<file path="src/rtl/ifns_rx_buffer_22.sv">
// Receive-side elastic buffer behind the IFNS decoder: strobe re-timing, show-ahead FIFO, sticky overflow.
// Optional dropped-word counter enabled by defining IFNS_RXBUF_OVF_CNT_EN.
module ifns_rx_buffer_22 #(
  parameter int DATA_W = 22,
  parameter int DEPTH  = 4,
  parameter int LAT    = 1
) (
  input  logic                     clock,
  input  logic                     rst_n,
  input  logic                     in_valid,
  input  logic [DATA_W-1:0]        din,
  output logic                     out_valid,
  output logic [DATA_W-1:0]        out_data,
  input  logic                     out_ready,
  output logic [$clog2(DEPTH):0]   level,
  output logic                     overflow,
  input  logic                     ovf_clr
`ifdef IFNS_RXBUF_OVF_CNT_EN
  ,
  output logic [7:0]               ovf_cnt
`endif
);

  localparam int AW = $clog2(DEPTH);

  logic [LAT-1:0]    valid_sr_reg;
  logic [LAT-1:0]    valid_sr_next;
  logic              wr_en;
  logic [AW:0]       wr_ptr_reg;
  logic [AW:0]       wr_ptr_next;
  logic [AW:0]       rd_ptr_reg;
  logic [AW:0]       rd_ptr_next;
  logic [AW:0]       level_reg;
  logic [AW:0]       level_next;
  logic              overflow_reg;
  logic              overflow_next;
  logic              empty;
  logic              full;
  logic              pop;
  logic              wr_accept;
  logic              drop;
  logic [DATA_W-1:0] mem [DEPTH];

  // Delay line mirrors the decoder pipeline so wr_en lines up with din.
  generate
    for (genvar gi = 0; gi < LAT; gi++) begin : g_dly
      if (gi == 0) begin : g_first
        assign valid_sr_next[gi] = in_valid;
      end else begin : g_rest
        assign valid_sr_next[gi] = valid_sr_reg[gi-1];
      end
    end
  endgenerate

  assign wr_en = valid_sr_reg[LAT-1];

  assign empty = (wr_ptr_reg == rd_ptr_reg);
  assign full  = (wr_ptr_reg[AW-1:0] == rd_ptr_reg[AW-1:0]) &&
                 (wr_ptr_reg[AW] != rd_ptr_reg[AW]);
  assign pop       = !empty && out_ready;
  // A full FIFO still accepts a word when the head leaves on the same edge.
  assign wr_accept = wr_en && (!full || pop);
  assign drop      = wr_en && full && !pop;

  always_comb begin
    wr_ptr_next   = wr_ptr_reg;
    rd_ptr_next   = rd_ptr_reg;
    level_next    = level_reg;
    overflow_next = overflow_reg;
    if (wr_accept) wr_ptr_next = wr_ptr_reg + (AW+1)'(1);
    if (pop)       rd_ptr_next = rd_ptr_reg + (AW+1)'(1);
    if (wr_accept && !pop)      level_next = level_reg + (AW+1)'(1);
    else if (!wr_accept && pop) level_next = level_reg - (AW+1)'(1);
    if (drop)         overflow_next = 1'b1;
    else if (ovf_clr) overflow_next = 1'b0;
  end

  always_ff @(posedge clock or negedge rst_n) begin
    if (!rst_n) begin
      valid_sr_reg <= '0;
      wr_ptr_reg   <= '0;
      rd_ptr_reg   <= '0;
      level_reg    <= '0;
      overflow_reg <= 1'b0;
    end else begin
      valid_sr_reg <= valid_sr_next;
      wr_ptr_reg   <= wr_ptr_next;
      rd_ptr_reg   <= rd_ptr_next;
      level_reg    <= level_next;
      overflow_reg <= overflow_next;
    end
  end

  // Storage is deliberately left unreset; the pointers alone define validity.
  always_ff @(posedge clock) begin
    if (wr_accept) mem[wr_ptr_reg[AW-1:0]] <= din;
  end

  assign out_valid = !empty;
  assign out_data  = empty ? '0 : mem[rd_ptr_reg[AW-1:0]];
  assign level     = level_reg;
  assign overflow  = overflow_reg;

`ifdef IFNS_RXBUF_OVF_CNT_EN
  logic [7:0] ovf_cnt_reg;
  logic [7:0] ovf_cnt_next;

  // Counting a drop wins over a clear in the same cycle.
  always_comb begin
    ovf_cnt_next = ovf_cnt_reg;
    if (drop) begin
      if (ovf_clr)                  ovf_cnt_next = 8'd1;
      else if (ovf_cnt_reg != 8'hFF) ovf_cnt_next = ovf_cnt_reg + 8'd1;
    end else if (ovf_clr) begin
      ovf_cnt_next = 8'd0;
    end
  end

  always_ff @(posedge clock or negedge rst_n) begin
    if (!rst_n) ovf_cnt_reg <= 8'd0;
    else        ovf_cnt_reg <= ovf_cnt_next;
  end

  assign ovf_cnt = ovf_cnt_reg;
`endif

endmodule

</file>
<file path="config.mk">
export PLATFORM = sky130hd
export DESIGN_NAME = ifns_rx_buffer_22
export DESIGN_NICKNAME = d
export VERILOG_FILES = /design/src/rtl/ifns_rx_buffer_22.sv
export SDC_FILE = /design/constraint.sdc
export NUM_CORES = 1
export LEC_CHECK = 0
export ABC_AREA = 1
export CAP_MARGIN = 10
export CORE_MARGIN = 1
export CORE_UTILIZATION = 54
export CTS_CLUSTER_SIZE = 25
export DETAILED_ROUTE_END_ITERATION = 16
export GPL_TIMING_DRIVEN = 0
export PLACE_DENSITY = 0.78
export SYNTH_ARGS = -nofsm -noshare
export SYNTH_HDL_FRONTEND = slang
export SYNTH_SLANG_ARGS = --single-unit
</file>
<file path="constraint.sdc">
create_clock -name clock -period 2.8 [get_ports clock]
set_input_delay 0.42 -clock clock [delete_from_list [all_inputs] [get_ports clock]]
set_output_delay 0.42 -clock clock [all_outputs]
set_load 0.01 [all_outputs]
</file>
=== Word level (Yosys, flattened, before mapping) ===
Memories as Yosys holds them, arrays and structs flattened.
Cells that the tools add are included.

* Multiplexer cells: 7
* Divide/modulo/power cells: 0
* Multipliers: 0
* Reductions and logical operators: 14
* Shift-type cells: 0
* Order comparisons: 0
* Eq/ne operators: 3
* $add $sub $neg: 4
* Bitwise operators: 0

{| class="wikitable"
|+ Operators by type and width
! cell !! count
|-
| $mux W22 || 1
|-
| $add A3 B1 Y3 const B || 3
|-
| $logic_and A1 B1 Y1 || 7
|-
| $mux W3 || 2
|-
| $logic_not A1 Y1 || 4
|-
| $mux W1 || 4
|-
| $reduce_bool A2 Y1 || 2
|-
| $eq A3 B3 Y1 || 1
|-
| $sub A3 B1 Y3 const B || 1
|-
| $eq A2 B2 Y1 || 1
|-
| $logic_or A1 B1 Y1 || 1
|-
| $ne A1 B1 Y1 || 1
|}

* Bits of input ports: 27
* Memory bits (writable): 88
* Word-level logic and storage cells: 34
* Memories: 1
* ROM bits: 0
* Bits in registers: 11
* Bits in latches: 0

{| class="wikitable"
|+ Memories
! name !! depth !! bits a word !! rd ports !! clocked after Yosys merged registers in !! wr ports !! RTL line !! source
|-
| mem || 4 || 22 || 1 || 0 || 1 || 42 || <nowiki>logic [DATA_W-1:0] mem [DEPTH];</nowiki>
|}

=== Longest topological paths before layout ===
* Depth after elaboration: 9
* Mapped depth: 14

=== Worst setup path after synthesis ===
No wires, ideal clock.

* Kind: register to register
* Start: register rd_ptr_reg[0]
* End: memory mem[0][0] (enable)
* Path buffers: 1
* Arrival: 1.927 ns
* Stages on the path, launching flop included: 9
* Slack: 0.472 ns
* Setup time: 0.401 ns
* Cell sequence: dfrtp_1 buf_4 inv_4 nand2_1 nand2_2 nor2_4 nand2_2 nand2_2 nor2_1

* Cells in the longest elaborated chain, start to end: 7
* Elaborated cells on any way between the ends: 10

{| class="wikitable"
|+ RTL lines
! item !! RTL line !! source
|-
| start: declaration || 31 || <nowiki>logic [AW:0] rd_ptr_reg;</nowiki>
|-
| start signal: assignment || 88 || <nowiki>rd_ptr_reg <= rd_ptr_next;</nowiki>
|-
| $eq A3 B3 Y1 or $eq A2 B2 Y1 (tied branches) || 57, 58 ||
|-
| $logic_not A1 Y1 or $logic_and A1 B1 Y1 (tied branches) || 60, 58 ||
|-
| $logic_and A1 B1 Y1 or $logic_not A1 Y1 (tied branches) || 60, 62 ||
|-
| $logic_or A1 B1 Y1 * || 62 || <nowiki>assign wr_accept = wr_en && (!full || pop);</nowiki>
|-
| $logic_and A1 B1 Y1 * || 62 ||
|-
| $mux W1 * || 96 || <nowiki>if (wr_accept) mem[wr_ptr_reg[AW-1:0]] <= din;</nowiki>
|-
| $mux W1 (implied by the code) * || 96 ||
|-
| end: declaration || 42 ||
|}

Mark *: on every way between the ends. The rest lies on a longest branch, timed or not.

=== Worst setup path after layout ===
* Start: register rd_ptr_reg[0]
* End: output out_data[6]

* Cells in the longest elaborated chain, start to end: 2
* Elaborated cells on any way between the ends: 3

{| class="wikitable"
|+ RTL lines
! item !! RTL line !! source
|-
| $mem_v2 Z4 W22 or $eq A3 B3 Y1 (tied branches) || -- ||
|-
| $mux W22 * || 100 || <nowiki>assign out_data = empty ? '0 : mem[rd_ptr_reg[AW-1:0]];</nowiki>
|-
| end: declaration || 13 || <nowiki>output logic [DATA_W-1:0] out_data,</nowiki>
|}

Marks and branches as above.

==> impl_metrics.toml <==
[die]
die_x_um = 88.8
core_um2 = 7250
dieHeight_um = 88.8
rows = 31
initial_core_util = 0.561
die_area_um2 = 7890
io_pins = 54

[synthesis]
synth_ff_type = "edfxtp_1"
synthMuxAreaShare = 0.00277
synthSimpleGateAreaFrac = 0.104
synth-edff-count = 88
synth_warnings = 0
syn-num-nets = 368
syn_inst = 334
synth_xor_area_frac = 0.00861
synth_compound_area_frac = 0.0916
synthAdderAreaFrac = 0.0234
yosysSeqAreaShare = 0.717
async_flop_share = 0.111
postSynthAreaPerCell_um2 = 12.2
ys_ff_latch = 99
synth_top_family_by_area = "simple AND/OR/NAND/NOR gates"
ys_types = 24
syn_area_um2 = 4070

[final_layout]
fin_util = 0.690
drive_above_1_share = 0.111
nets = 436
seqCellArea_um2 = 2920
largest_reg_flops = 88
area_growth_pct = 22.9
fill_cells = 529
multiInputGateArea_um2 = 948
antenna_cells = 0

[setup_path]
r2r_cells = 12
cp_slowest_stage_delay_ps = 540
cp_cell_sequence = "buf_4 > inv_4 > buf_2 > nor2_1 > o22ai_1 > nand2_1 > inv_1 > clkdlybuf4s50_1"
cp_data_required_time_ps = 2380
critPathArrivalTime_ps = 2230
startpoint = "rd_ptr_reg[0]$_DFFE_PN0N_"
crit_type = "flip-flop to output pin"
cp_max_fo = 10
crit_path_top_delay_cell = "clkdlybuf4s50_1"
crit_path_end_kind = "output pin"
timing.rr.start = "rd_ptr_reg[0]$_DFFE_PN0N_"
r2r_slack_ps = 460
r2r-end = "level[1]$_DFFE_PN0P_"
startpoint_type = "flip-flop"

[placed_design]
place_ws_ps = 232
io_buffers = 53
hpwl_um = 5230
gp_congestion = 0.726

[route]
first_pass_iters = 4
routed_via_density = 5.36
vias = 2708
ant_nets = 0
routedWlPerCell_um = 16.4
routed_wl_um = 8260
drc = 0
initialDrtViolationCount = 140

[timing]
hold_viol_final = 0
rsz0062_at_grt = "false"
fin_skew_ps = 9.77
slew_violations = 0
min_period_ps = 2650
fmax_mhz = 377
worst_slack_ps = 147
worst_pin_slew_ps = 678
relSlewSlack = 0.548
period_share = 0.948
finalSetupTns_ps = 0
holdWs_ps = 400
finalSetupViolCount = 0

[cts]
cts_buffers = 9
clk_latency_ps = 360
cts_sinks = 99
cts_tree = "yes"
holdBufCountCts = 0
clockRootBuffer = "clkbuf_8"
h-tree-depth = 3
clockBufferDepth = 2
clkTransAtPathRegs_ps = 90

[hold_path]
worstHoldPathType = "primary input to asynchronous set/reset pin"

[global_route]
grt_usage = 0.227
antenna_found_initial = 0
grt_overflow = 0
first_global_vias = 2584
grt_max_degree = 18
grt_pass1_wl_um = 12800

[pwr]
worst_ir_drop_vdd_mv = 0.547
power.density_nw_per_um2 = 1120
power.leakage_nw = 1.94

[status]
outcome = "complete, no violations"

[flow_run]
cap_violations = 0
## layer usage
metal,GRT usage,wire length (µm)
met4,0.0880,152
met2,0.383,4170
met1,0.288,3630
met5,0,0
met3,0.0513,305
## layout by cell type (no fill, tap or decap), types with 3 or more instances in the layout
cell type / n
edfxtp_1: 88
clkdlybuf4s50_1: 53
o21ai_0: 46
nor2_1: 45
nand2_1: 42
inv_1: 33
o22ai_1: 22
dfrtp_1: 11
clkbuf_8: 9
clkbuf_2: 7
nand3_1: 7
ha_1: 6
nand2_2: 4
buf_2: 4
nor2_2: 4
inv_6: 3
## power by group
group	internal, mW	total [mW]	leakage, nW	switching (mW)
Combinational	1.21	2.71	0.909	1.50
Sequential	1.96	2.09	0.941	0.134
Clock	0.336	0.824	0.0897	0.488
Total	3.50	5.62	1.94	2.12
## area by class of cell
class,instances,area share
inverter,35,0.0268
clock inverter,5,0.00925
tap,99,0.0248
buffer,15,0.0178
sequential,99,0.583
multi-input combinational,185,0.190
timing repair buffer,57,0.123
clock buffer,10,0.0255
## through the flow
step           instance area, µm²  std cells  power [mW]
6_report                     5000        505        5.62
4_1_cts                      5000        505        5.64
5_1_grt                      5000        505        5.98
3_5_place_dp                 4820        490        4.81
2_1_floorplan                4070        334        3.56
3_3_place_gp                 4720        486        4.66
## logic make-up after synthesis
family          count (synthesis)
compound gates                 69
xor+xnor                        4
fa+ha+maj                       7
buf+inv                        50
flops                          99
mux                             1
simple gates                  104
## cell usage after synthesis (2+ instances only)
cell / count / area [µm²]
nor2_1: 49 / 184
nand3_1: 7 / 35.0
buf_6: 2 / 22.5
o22ai_1: 22 / 138
clkbuf_1: 7 / 26.3
inv_1: 33 / 124
edfxtp_1: 88 / 2640
dfrtp_1: 11 / 275
nand2_2: 4 / 25.0
xor2_1: 2 / 17.5
xnor2_1: 2 / 17.5
o21ai_0: 46 / 230
buf_2: 4 / 20.0
ha_1: 6 / 75.1
nand2_1: 42 / 158
## worst max path at each step
stage,endpoint,slack [ps],cells past startpoint
floorplan,mem[0][0]$_DFFE_PP_,470,8
global placement,mem[0][7]$_DFFE_PP_,-640,5
detailed placement,level[1]$_DFFE_PN0P_,230,9
CTS,out_data[1],40,6
global route,out_data[6],2,8
finish,out_data[6],150,8
## critical path, delay by kind of cell, from the launching register on
family	cells	cell delay, ps
AOI/OAI and AO/OA	1	190
buffers and inverters	5	1140
DFF	1	410
and+or+nand+nor	2	140
## what timing repair did
item	CTS	global route
pin swaps	0	0
buffers inserted	0	0
endpoints found under the setup margin	11	19
gates resized for setup	2	9
(Power assumes the default switching activity.)
